[src/rtl/gfx_rom_arb_pkg.sv]
// gfx_rom_arb_pkg: shared FSM states, port index type and limits for the graphics-ROM arbiter.
package gfx_rom_arb_pkg;
    localparam int MAX_PORTS = 8;
    typedef enum logic [1:0] {S_RESYNC, S_IDLE, S_WAIT} state_t;
    typedef logic [$clog2(MAX_PORTS)-1:0] port_idx_t;
endpackage

[src/rtl/gfx_rom_arb_rr_pick.sv]
// gfx_rom_arb_rr_pick: round-robin winner select, first pending port at or after rr_ptr.
module gfx_rom_arb_rr_pick
    import gfx_rom_arb_pkg::*;
#(
    parameter int NUM_PORTS = 4
) (
    input  logic [NUM_PORTS-1:0] pending,
    input  port_idx_t            rr_ptr,
    output logic                 any,
    output port_idx_t            winner
);
    logic [2*NUM_PORTS-1:0] rot;
    // Doubling the vector lets a plain shift stand in for a rotate.
    always_comb begin
        rot = {pending, pending} >> rr_ptr;
        winner = '0;
        for (int i = 2*NUM_PORTS-1; i >= 0; i--)
            if (rot[i]) winner = port_idx_t'((int'(rr_ptr) + i) % NUM_PORTS);
    end
    assign any = |pending;
endmodule

[src/rtl/gfx_rom_arbiter.sv]
// gfx_rom_arbiter: shares one toggle-handshake SDRAM ROM channel among NUM_PORTS requesters.
// Define GFX_ROM_ARB_CACHE_EN to add a per-port last-address hit cache.
module gfx_rom_arbiter
    import gfx_rom_arb_pkg::*;
#(
    parameter int NUM_PORTS  = 4,
    parameter int ADDR_WIDTH = 21,
    parameter int DATA_WIDTH = 32
) (
    input  logic                            clk,
    input  logic                            reset,
    input  logic [NUM_PORTS*ADDR_WIDTH-1:0] req_addr,
    input  logic [NUM_PORTS-1:0]            req_toggle,
    output logic [NUM_PORTS-1:0]            ack_toggle,
    output logic [NUM_PORTS*DATA_WIDTH-1:0] req_data,
    input  logic                            cache_flush,
    output logic [ADDR_WIDTH-1:0]           sdr_addr,
    output logic                            sdr_req,
    input  logic                            sdr_ack,
    input  logic [DATA_WIDTH-1:0]           sdr_data,
    output logic                            busy
);
    state_t state, state_n;
    port_idx_t rr_ptr, gnt_idx, winner, base, next_ptr;
    logic any, hit, take_hit, grant, done, ack_match;
    logic [NUM_PORTS-1:0] pending, gsel, wsel, ack_flip;
    logic [ADDR_WIDTH-1:0] win_addr;

    assign pending   = req_toggle ^ ack_toggle;
    assign ack_match = sdr_ack == sdr_req;
    assign busy      = state == S_WAIT;

    gfx_rom_arb_rr_pick #(.NUM_PORTS(NUM_PORTS)) u_pick (
        .pending(pending),
        .rr_ptr(rr_ptr),
        .any(any),
        .winner(winner)
    );

    always_comb begin
        win_addr = '0;
        for (int i = 0; i < NUM_PORTS; i++) begin
            gsel[i] = gnt_idx == port_idx_t'(i);
            wsel[i] = winner == port_idx_t'(i);
            if (wsel[i]) win_addr = req_addr[i*ADDR_WIDTH +: ADDR_WIDTH];
        end
    end

`ifdef GFX_ROM_ARB_CACHE_EN
    logic [NUM_PORTS-1:0] valid;
    logic [NUM_PORTS*ADDR_WIDTH-1:0] last_addr;
    logic [ADDR_WIDTH-1:0] win_last;
    always_comb begin
        win_last = '0;
        for (int i = 0; i < NUM_PORTS; i++)
            if (wsel[i]) win_last = last_addr[i*ADDR_WIDTH +: ADDR_WIDTH];
    end
    // A flush in the same cycle as the lookup must not be bypassed by a stale hit.
    assign hit = |(valid & wsel) && !cache_flush && win_last == win_addr;
    always_ff @(posedge clk) begin
        if (reset) begin
            valid <= '0;
            last_addr <= '0;
        end else begin
            valid <= (valid | (done ? gsel : '0)) & {NUM_PORTS{!cache_flush}};
            for (int i = 0; i < NUM_PORTS; i++)
                if (done && gsel[i]) last_addr[i*ADDR_WIDTH +: ADDR_WIDTH] <= sdr_addr;
        end
    end
`else
    logic unused_flush;
    assign unused_flush = cache_flush;
    assign hit = 1'b0;
`endif

    always_comb begin
        state_n = state;
        grant = 1'b0;
        done = 1'b0;
        take_hit = 1'b0;
        case (state)
            S_RESYNC: state_n = ack_match ? S_IDLE : S_RESYNC;
            S_IDLE: begin
                take_hit = any && hit;
                grant = any && !hit;
                state_n = grant ? S_WAIT : S_IDLE;
            end
            S_WAIT: begin
                done = ack_match;
                state_n = done ? S_IDLE : S_WAIT;
            end
            default: state_n = S_RESYNC;
        endcase
    end

    assign base     = done ? gnt_idx : winner;
    assign next_ptr = int'(base) == NUM_PORTS-1 ? '0 : base + 1'b1;
    assign ack_flip = done ? gsel : take_hit ? wsel : '0;

    always_ff @(posedge clk) begin
        if (reset) begin
            state <= S_RESYNC;
            rr_ptr <= '0;
            gnt_idx <= '0;
            sdr_addr <= '0;
            sdr_req <= 1'b0;
            ack_toggle <= '0;
            req_data <= '0;
        end else begin
            state <= state_n;
            ack_toggle <= ack_toggle ^ ack_flip;
            if (done || take_hit) rr_ptr <= next_ptr;
            if (grant) begin
                gnt_idx <= winner;
                sdr_addr <= win_addr;
                sdr_req <= ~sdr_req;
            end
            for (int i = 0; i < NUM_PORTS; i++)
                if (done && gsel[i]) req_data[i*DATA_WIDTH +: DATA_WIDTH] <= sdr_data;
        end
    end
endmodule

[config.mk]
export PLATFORM = sky130hd
export DESIGN_NAME = gfx_rom_arbiter
export DESIGN_NICKNAME = d
export VERILOG_FILES = /design/src/rtl/gfx_rom_arb_pkg.sv /design/src/rtl/gfx_rom_arb_rr_pick.sv /design/src/rtl/gfx_rom_arbiter.sv
export SDC_FILE = /design/constraint.sdc
export NUM_CORES = 1
export LEC_CHECK = 0
export ABC_CLOCK_PERIOD_IN_PS = 2500
export CAP_MARGIN = 10
export CORE_MARGIN = 4
export CORE_UTILIZATION = 42
export CTS_CLUSTER_SIZE = 25
export DETAILED_ROUTE_END_ITERATION = 6
export GPL_TIMING_DRIVEN = 0
export PLACE_DENSITY = 0.8
export SETUP_SLACK_MARGIN = 0.2
export SKIP_LAST_GASP = 1
export SLEW_MARGIN = 20
export SYNTH_ARGS = -nofsm -noshare
export SYNTH_HDL_FRONTEND = slang
export SYNTH_SLANG_ARGS = --single-unit
[constraint.sdc]
create_clock -name clk -period 2.5 [get_ports clk]
set_input_delay 0.5 -clock clk [delete_from_list [all_inputs] [get_ports clk]]
set_output_delay 0.5 -clock clk [all_outputs]
set_load 0.02 [all_outputs]
# Word level (Yosys, flattened, before mapping)
# Index checks and enable logic that the tools add are counted.
[op_classes]
add_sub_neg = 8
eq_ne = 10
shift = 1
n_mux = 21
bitwise_logic = 10
reduce_logical = 15
[op_table]
columns = ["cell", "n"]
rows = [
  ["$mux W21", 4],
  ["$mux W3", 10],
  ["$reduce_or A2 Y1", 7],
  ["$eq A3 B2 Y1 const B", 4],
  ["$add A2 B2 Y2 const B", 4],
  ["$shr A8 B3 Y8", 1],
  ["$xor A4 B4 Y4", 2],
  ["$and A1 B1 Y1 const A", 7],
  ["$add A2 B1 Y2 const B", 3],
  ["$eq A3 B1 Y1 const B", 2],
  ["$logic_not A3 Y1", 2],
  ["$pmux W2 S3", 1],
  ["$logic_and A1 B1 Y1", 4],
  ["$mux W2", 2],
  ["$mux W4", 1],
  ["$reduce_or A4 Y1", 1],
  ["$add A3 B1 Y3 const B", 1],
  ["$eq A3 B3 Y1 const B", 1],
  ["$mux W1", 3],
  ["$eq A2 B1 Y1 const B", 1],
  ["$eq A2 B2 Y1 const B", 1],
  ["$logic_not A2 Y1", 1],
  ["$eq A1 B1 Y1", 1],
  ["$not A1 Y1", 1],
]
[word_totals]
ff_bits = 162
in_bits = 124
out_inout_bits = 155
wordCells = 75

# Logic depth before layout (Yosys ltp)
# Gate-level depths: netlist (run 1).
[logic_depth]
ltp_word = 16
depth_mapped = 9

# Cells and area by module
# From an unflattened synthesis (run 1), not the netlist that was laid out.
[unflattened]
cells_unflattened = 644
hier_area_um2 = 7140.6
[modules_own_cells]
columns = ["mod", "instances", "cells_per_inst", "area_per_inst_um2", "seq_area_each_um2"]
rows = [
  ["gfx_rom_arbiter", 1, 600, 6842.8, 3243.1],
  ["gfx_rom_arb_rr_pick", 1, 44, 297.8, 0.0],
]

# Worst setup path after synthesis (run 1)
# OpenSTA, ideal clock, no wires.
[synth_timing]
kind = "input port to flip-flop"
start = "input port req_toggle[1]"
end = "register rr_ptr[0]"
setup_time_ns = 0.065
arrival_ns = 2.006
setup_slack_ns = 0.429
cell_stages = 9
path_buffers = 1
path_cell_list = "xnor2_1 -> a21oi_1 -> o211ai_1 -> clkbuf_1 -> o21ai_0 -> ha_1 -> nor3_1 -> a21oi_1 -> nor2_1"
[synth_between]
elab_chain_cells = 13
elab_cells_between_ends = 14
[synth_lines]
columns = ["item", "line_no", "rtl"]
rows = [
  ["start, declared", "gfx_rom_arbiter.sv:13", "input logic [NUM_PORTS-1:0] req_toggle,"],
  ["$xor A4 B4 Y4 (*)", "gfx_rom_arbiter.sv:29", "assign pending = req_toggle ^ ack_toggle;"],
  ["$shr A8 B3 Y8 (*)", "gfx_rom_arb_rr_pick.sv:15", "rot = {pending, pending} >> rr_ptr;"],
  ["$mux W3 (7 in a row)", "gfx_rom_arb_rr_pick.sv:18", "if (rot[i]) winner = port_idx_t'((int'(rr_ptr) + i) % NUM_PORTS);"],
  ["$mux W3 (*)", "gfx_rom_arb_rr_pick.sv:18", ""],
  ["$mux W3 (*)", "gfx_rom_arbiter.sv:96", "assign base = done ? gnt_idx : winner;"],
  ["$add A3 B1 Y3 / $eq A3 B3 Y1 (equally long branches)", "gfx_rom_arbiter.sv:97", "assign next_ptr = int'(base) == NUM_PORTS-1 ? '0 : base + 1'b1;"],
  ["$mux W3 (*)", "gfx_rom_arbiter.sv:97", ""],
  ["end signal, assigned", "gfx_rom_arbiter.sv:112", "if (done || take_hit) rr_ptr <= next_ptr;"],
  ["end, declared", "gfx_rom_arbiter.sv:24", "port_idx_t rr_ptr, gnt_idx, winner, base, next_ptr;"],
]
# Every way passes the cells marked *; elsewhere a longest branch is shown, timed or not.
# A chain may end at the register's enable or synchronous reset.

# Worst setup path after layout (run 1)
[layout_timing]
start = "input port sdr_ack"
end = "register req_data[16]"
[layout_between]
elab_chain_cells = 3
[layout_lines]
columns = ["item", "line_no", "rtl"]
rows = [
  ["start, declared", "gfx_rom_arbiter.sv:19", "input logic sdr_ack,"],
  ["$eq A1 B1 Y1", "gfx_rom_arbiter.sv:30", "assign ack_match = sdr_ack == sdr_req;"],
  ["$mux W1", "gfx_rom_arbiter.sv:81", "case (state)"],
  ["$logic_and A1 B1 Y1", "gfx_rom_arbiter.sv:119", "if (done && gsel[i]) req_data[i*DATA_WIDTH +: DATA_WIDTH] <= sdr_data;"],
  ["end signal, assigned by index", "gfx_rom_arbiter.sv:119", ""],
  ["end, declared", "gfx_rom_arbiter.sv:15", "output logic [NUM_PORTS*DATA_WIDTH-1:0] req_data,"],
]
# Every way passes these cells.

==> run_results.csv, run 1 <==
group,metric,value,unit
cts,hold_buffers,0,
detailed_routing,drt_iter0_markers,258,
logic_synthesis,yosysMostFrequentCell,"nand2_1",
cts,clk_latency,420,ps
logic_synthesis,synth_ff_type,"dfxtp_1",
worst_setup_path,worstPathRequired,2790,ps
worst_hold_path,holdPathStages,2,
worst_setup_path,worstSetupPathType,"input pin to flip-flop",
worst_setup_path,rr_endpoint,"req_data[16]",
cts,cts_root_buf,"clkbuf_16",
detailed_routing,wire_per_inst,17.8,µm
timing,worst_slew_pin_slew,598,ps
die,initial_utilization,43.2,%
timing,maxSlewViolCount,0,
cts,clk_pin_slew,60,ps
logic_synthesis,synth_area,6350,µm²
place,gp_congestion,0.902,
finish,seqCellArea,3200,µm²
worst_setup_path,cp_slowest_stage_delay,460,ps
finish,fin_util,67.9,%
logic_synthesis,ys_seq_area_share,50.4,%
worst_setup_path,crit_chain,"clkdlybuf4s50_1, xnor2_1, nand2_1, or3_1, clkbuf_1, clkbuf_1, nand2_1, a21oi_1",
detailed_routing,ant_nets,0,
timing,fmax,0.443,GHz
finish,area_growth,57.1,%
detailed_routing,wl,22600,µm
die,fp.dieH,131,µm
grt,grt_overflow,0,
worst_hold_path,hold_path_class,"flip-flop to flip-flop",
place,place_inst,1237,
detailed_routing,drc,0,
grt,antenna_found_initial,0,
grt,grt.total_usage,25.4,%
place,io_buffers,276,
logic_synthesis,ys_ff_latch,160,
timing,post-route-min-period,2260,ps
grt,grt_pass1_wl,33400,µm
logic_synthesis,synthArstFlopShare,0,%
logic_synthesis,synthCells,777,
logic_synthesis,yosys_warnings,0,
run_status,status,"finished, final reports clean",
timing,hold_viol,0,
worst_setup_path,reg2reg_slack,360,ps
detailed_routing,via_count,6519,
pwr,leakagePower,3.43,nW
die,num_io_pins,279,
logic_synthesis,synth_top_area_share,50.4,%
finish,fill_cells,1219,
pwr,p_total,0.00608,W
timing,rsz0062_at_grt,"true",
worst_setup_path,startpoint_type,"input pin",
logic_synthesis,avgSynthCellArea,8.18,µm²
die,num_rows,44,
worst_setup_path,path_max_fanout,10,
finish,stdcell_count,1272,
cts,cts_tree,"built",
logic_synthesis,synth-edff-count,0,
finish,finish.net_count,1200,
die,die_w,131,µm
detailed_routing,via_per_inst,5.13,
worst_setup_path,end_kind,"flip-flop",
pwr,powerDensity,609,nW/µm²
worst_hold_path,hold_start,"req_data[94]",
worst_setup_path,r2r-start,"state[1]",
worst_setup_path,reg2reg_depth,7,
run,maxCapViolCount,0,
logic_synthesis,syn_nets,902,
logic_synthesis,synth_top_cell_by_area,"dfxtp_1",
grt,grt_max_degree,17,
cts,h-tree-depth,4,
worst_hold_path,holdPathEnd,"req_data[94]",
die,dieArea,17200,µm²
place,dp_hpwl,17100,µm
worst_setup_path,critPathArrivalTime,2550,ps
timing,fin_crit_sh,90.3,%
grt,grt_pass1_vias,6268,
cts,numCtsBuffers,17,
timing,finalSetupTns,0,ps
worst_setup_path,cp_slowest_cell,"clkdlybuf4s50_1",
logic_synthesis,ys_top_cells_by_area,"dfxtp_1, nand2_1, a21oi_1",
pwr,ir_drop,0.000569,V
timing,timing.slew.headroom,59.6,%
logic_synthesis,synth_common_cells,"nand2_1, dfxtp_1, a21oi_1, clkbuf_1, nand3_1",
cts,clock-sinks,160,
finish,multiInputGateArea,2930,µm²
detailed_routing,first_pass_iters,7,
finish,drive_above_1_share,8.10,%
die,core,14700,µm²
timing,fin_worst_skew,14.9,ps
cts,clock_path_buffers,2,
timing,finalSetupViolations,0,
logic_synthesis,synth_cell_types,39,
==> sequential cells by signal, summed over array words and instances (netlist names) <==
name        count
gnt_idx         2
rr_ptr          2
ack_toggle      4
sdr_addr       21
req_data      128
sdr_req         1
state           2
==> repair_timing <==
item	CTS	global route
endpoints found under the setup margin	27	132
buffers inserted	0	3
pin swaps	0	1
resized for setup	3	33
==> logic make-up (layout without fill, tap and decap cells) <==
| kind of cell | after synthesis | count (layout) | share of synthesized area (%) |
|---|---|---|---|
| AO/OA/AOI/OAI | 164 | 164 | 17.0 |
| buffers and inverters | 61 | 371 | 4.00 |
| XOR/XNOR | 14 | 14 | 2.05 |
| adder cells (fa/ha/maj) | 1 | 1 | 0.197 |
| AND/OR/NAND/NOR | 354 | 354 | 22.7 |
| multiplexers | 23 | 23 | 3.62 |
| other | 0 | 1 | 0 |
| flip-flops | 160 | 160 | 50.4 |
==> layer usage <==
metal	global-route usage, %	vias up	share of wire [%]
met2	42.7	253	48
met1	28.3	3029	38
met3	10.7	40	11
met5	0	-	0
met4	10.5	0	3.0
li1	-	3197	-
==> through the flow <==
stage | worst slack (ps) | instance area, µm² | hold slack, ps
5_1_grt | 94.9 | 9980 | 466
3_5_place_dp | -404 | 9350 | 445
6_report | 242 | 9980 | 452
4_1_cts | 175 | 9910 | 454
3_3_place_gp | -433 | 9350 | 440
2_1_floorplan | 429 | 6350 | 501
==> final cells by class <==
cell class	count	share of cell area (%)
repair buffers	279	27.9
well taps	184	2.31
multi-input cells	556	29.3
plain buffers	60	2.73
inverters	1	0.0376
diodes	1	0.0251
clock buffers	20	4.48
clock inverters	11	1.08
flip-flops and latches	160	32.1
==> worst max path at each step <==
| stage | start | to | slack, ps | cells after the start |
|---|---|---|---|---|
| 2_1_floorplan | req_toggle[1] | rr_ptr[0] | 430 | 9 |
| 3_3_place_gp | req_toggle[1] | rr_ptr[0] | -430 | 10 |
| 3_5_place_dp | req_toggle[1] | rr_ptr[0] | -400 | 10 |
| 4_1_cts | sdr_ack | req_data[16] | 180 | 7 |
| 5_1_grt | sdr_ack | req_data[17] | 90 | 8 |
| 6_report | sdr_ack | req_data[16] | 240 | 8 |
==> critical path: cells and delay by family <==
kind	cells	cell delay (ps)
buffers and inverters	3	930
xor gates and xnor gates	1	240
and+or+nand+nor	3	800
AOI/OAI and AO/OA	1	70
==> power by group <==
part           internal [W]  switching (W)
registers           0.00263      0.0000510
logic              0.000454       0.000474
clock network       0.00140        0.00107
total               0.00448        0.00160
==> layout by cell type, fill, tap and decap left out, drive strengths merged, types with 2 or more instances in the layout <==
cell and n:
clkbuf 67, nand3 45, nand3b 2, a21oi 133, clkinvlp 4, nor2 14
nor2b 3, mux2i 23, buf 16, nor3 2, o2111ai 21, nand2 281
clkdlybuf4s50 275, o21ai 3, xor2 4, clkinv 2, inv 5, dfxtp 160
xnor2 10
Note: power is estimated with default switching activity, not from simulation.
==> inputs of run 2 (changes only) <==
CORE_UTILIZATION = 43   (was 42)
CTS_BUF_LIST = sky130_fd_sc_hd__clkbuf_2 sky130_fd_sc_hd__clkbuf_4 sky130_fd_sc_hd__clkbuf_8   (was default)
PLACE_DENSITY = 0.82   (was 0.8)
==> run_results.csv, run 2 (synthesis gave the netlist of run 1 again) <==
group,metric,value,unit
run_status,status,"finished, final reports clean",
finish,top_register,"req_data",
finish,drive_above_1_share,8.02,%
cts,clock-sinks,160,
detailed_routing,first_pass_iters,5,
grt,grt_pass1_vias,6411,
cts,clock_path_buffers,2,
die,dieArea,16800,µm²
pwr,leakagePower,3.36,nW
finish,n_antenna_cell,0,
detailed_routing,drt_iter0_markers,319,
finish,stdcell_count,1269,
timing,fin_worst_skew,14.9,ps
worst_setup_path,worstSetupPathType,"input pin to flip-flop",
place,gp_congestion,0.896,
timing,worst_slew_pin_slew,615,ps
grt,grt_max_degree,17,
place,dpl_worst_slack,-395,ps
finish,fill_cells,1183,
cts,clk_pin_slew,80,ps
die,core,14500,µm²
place,dp_hpwl,17000,µm
detailed_routing,ant_nets,0,
die,initial_utilization,43.9,%
grt,antenna_found_initial,0,
place,place_inst,1237,
cts,clk_latency,440,ps
timing,rsz0062_at_grt,"true",
timing,fin_crit_sh,88.7,%
finish,largest_reg_flops,128,
finish,area_growth,54.7,%
timing,maxSlewViolCount,0,
cts,h-tree-depth,4,
worst_setup_path,worstPathRequired,2820,ps
worst_setup_path,critPathArrivalTime,2530,ps
timing,hold_viol,0,
cts,cts_root_buf,"clkbuf_8",
worst_hold_path,hold_path_class,"flip-flop to flip-flop",
pwr,ir_drop,0.000474,V
detailed_routing,wl,22400,µm
cts,hold_buffers,0,
finish,mostFrequentLayoutCells,"nand2_1, clkdlybuf4s50_1, dfxtp_1",
grt,grt_overflow,0,
cts,postCtsSetupBuffers,0,
finish,finish.net_count,1197,
timing,fmax,0.451,GHz
detailed_routing,wire_per_inst,17.6,µm
grt,grt_pass1_wl,33500,µm
worst_setup_path,end_kind,"flip-flop",
detailed_routing,via_per_inst,5.18,
worst_setup_path,startpoint_type,"input pin",
pwr,powerDensity,576,nW/µm²
timing,finalSetupViolations,0,
detailed_routing,drc,0,
die,num_rows,44,
grt,grt.total_usage,25.5,%
finish,multiInputGateArea,2920,µm²
timing,post-route-min-period,2220,ps
timing,timing.slew.headroom,58.4,%
timing,layout_setup_ws,282,ps
die,num_io_pins,279,
cts,numCtsBuffers,17,
finish,seqCellArea,3200,µm²
run,maxCapViolCount,0,
finish,mostFrequentLayoutCell,"nand2_1",
cts,cts_tree,"built",
worst_setup_path,path_max_fanout,10,
die,fp.dieH,130,µm
place,io_buffers,276,
detailed_routing,via_count,6575,
die,die_w,130,µm
finish,largestRegisters,"req_data: 128 flops, sdr_addr: 21 flops, ack_toggle: 4 flops",
-- run 2: what timing repair did --
| item | CTS | global route |
|---|---|---|
| endpoints found under the hold margin | 0 | 0 |
| pin swaps | 0 | 0 |
| resized for setup | 3 | 29 |
| setup endpoints to repair | 16 | 122 |
-- run 2: worst paths after layout --
check | start | to | slack [ps] | cells after the start
worst max-delay path | req_toggle[2] | sdr_addr[13] | 280 | 8
worst min-delay path | req_data[83] | req_data[83] | 460 | 2
worst max register to register | ack_toggle[2] | sdr_addr[13] | 430 | 7
worst min register to register | req_data[83] | req_data[83] | 460 | 2
-- run 2: per-stage QoR --
stage / hold WS, ps / setup TNS [ps] / instance area [µm²] / utilization (%) / power [W]
after floorplan: 501 / 0 / 6350 / - / 0.00317
after global placement: 440 / -19780 / 9350 / 64.5 / 0.00364
after detailed placement: 446 / -20240 / 9350 / 64.5 / 0.00365
after CTS: 458 / 0 / 9790 / 67.6 / 0.00570
after global routing: 471 / 0 / 9830 / 67.9 / 0.00588
final: 455 / 0 / 9830 / 67.9 / 0.00566
-- run 2: power by group --
part	internal (W)	switching, W	leakage [nW]
registers	0.00262	0.0000487	1.29
clock network	0.00109	0.000973	0.218
logic	0.000448	0.000473	1.85
total	0.00417	0.00150	3.36
-- run 2: metal layers --
metal / global-route usage, % / vias up / part of all wire, %
li1: - / 3189 / -
met1: 28.9 / 3076 / 39
met5: 0 / - / 0
met2: 43.1 / 272 / 47
met3: 11.4 / 38 / 12
met4: 8.50 / 0 / 2.7
-- run 2: final cells by class --
| type | count | share of cell area (%) |
|---|---|---|
| multi-input cells | 556 | 29.7 |
| repair buffers | 276 | 28.1 |
| well taps | 184 | 2.34 |
| plain buffers | 60 | 2.76 |
| flip-flops and latches | 160 | 32.6 |
| inverters | 1 | 0.0382 |
| clock buffers | 22 | 2.89 |
| clock inverters | 10 | 1.53 |
-- run 2: critical path, stage by stage --
cell and delay, ps:
clkdlybuf4s50_1 470, xor2_1 200, a22oi_1 260, o211a_1 180, buf_2 200, clkbuf_4 270
mux2i_1 310, o2111ai_2 120
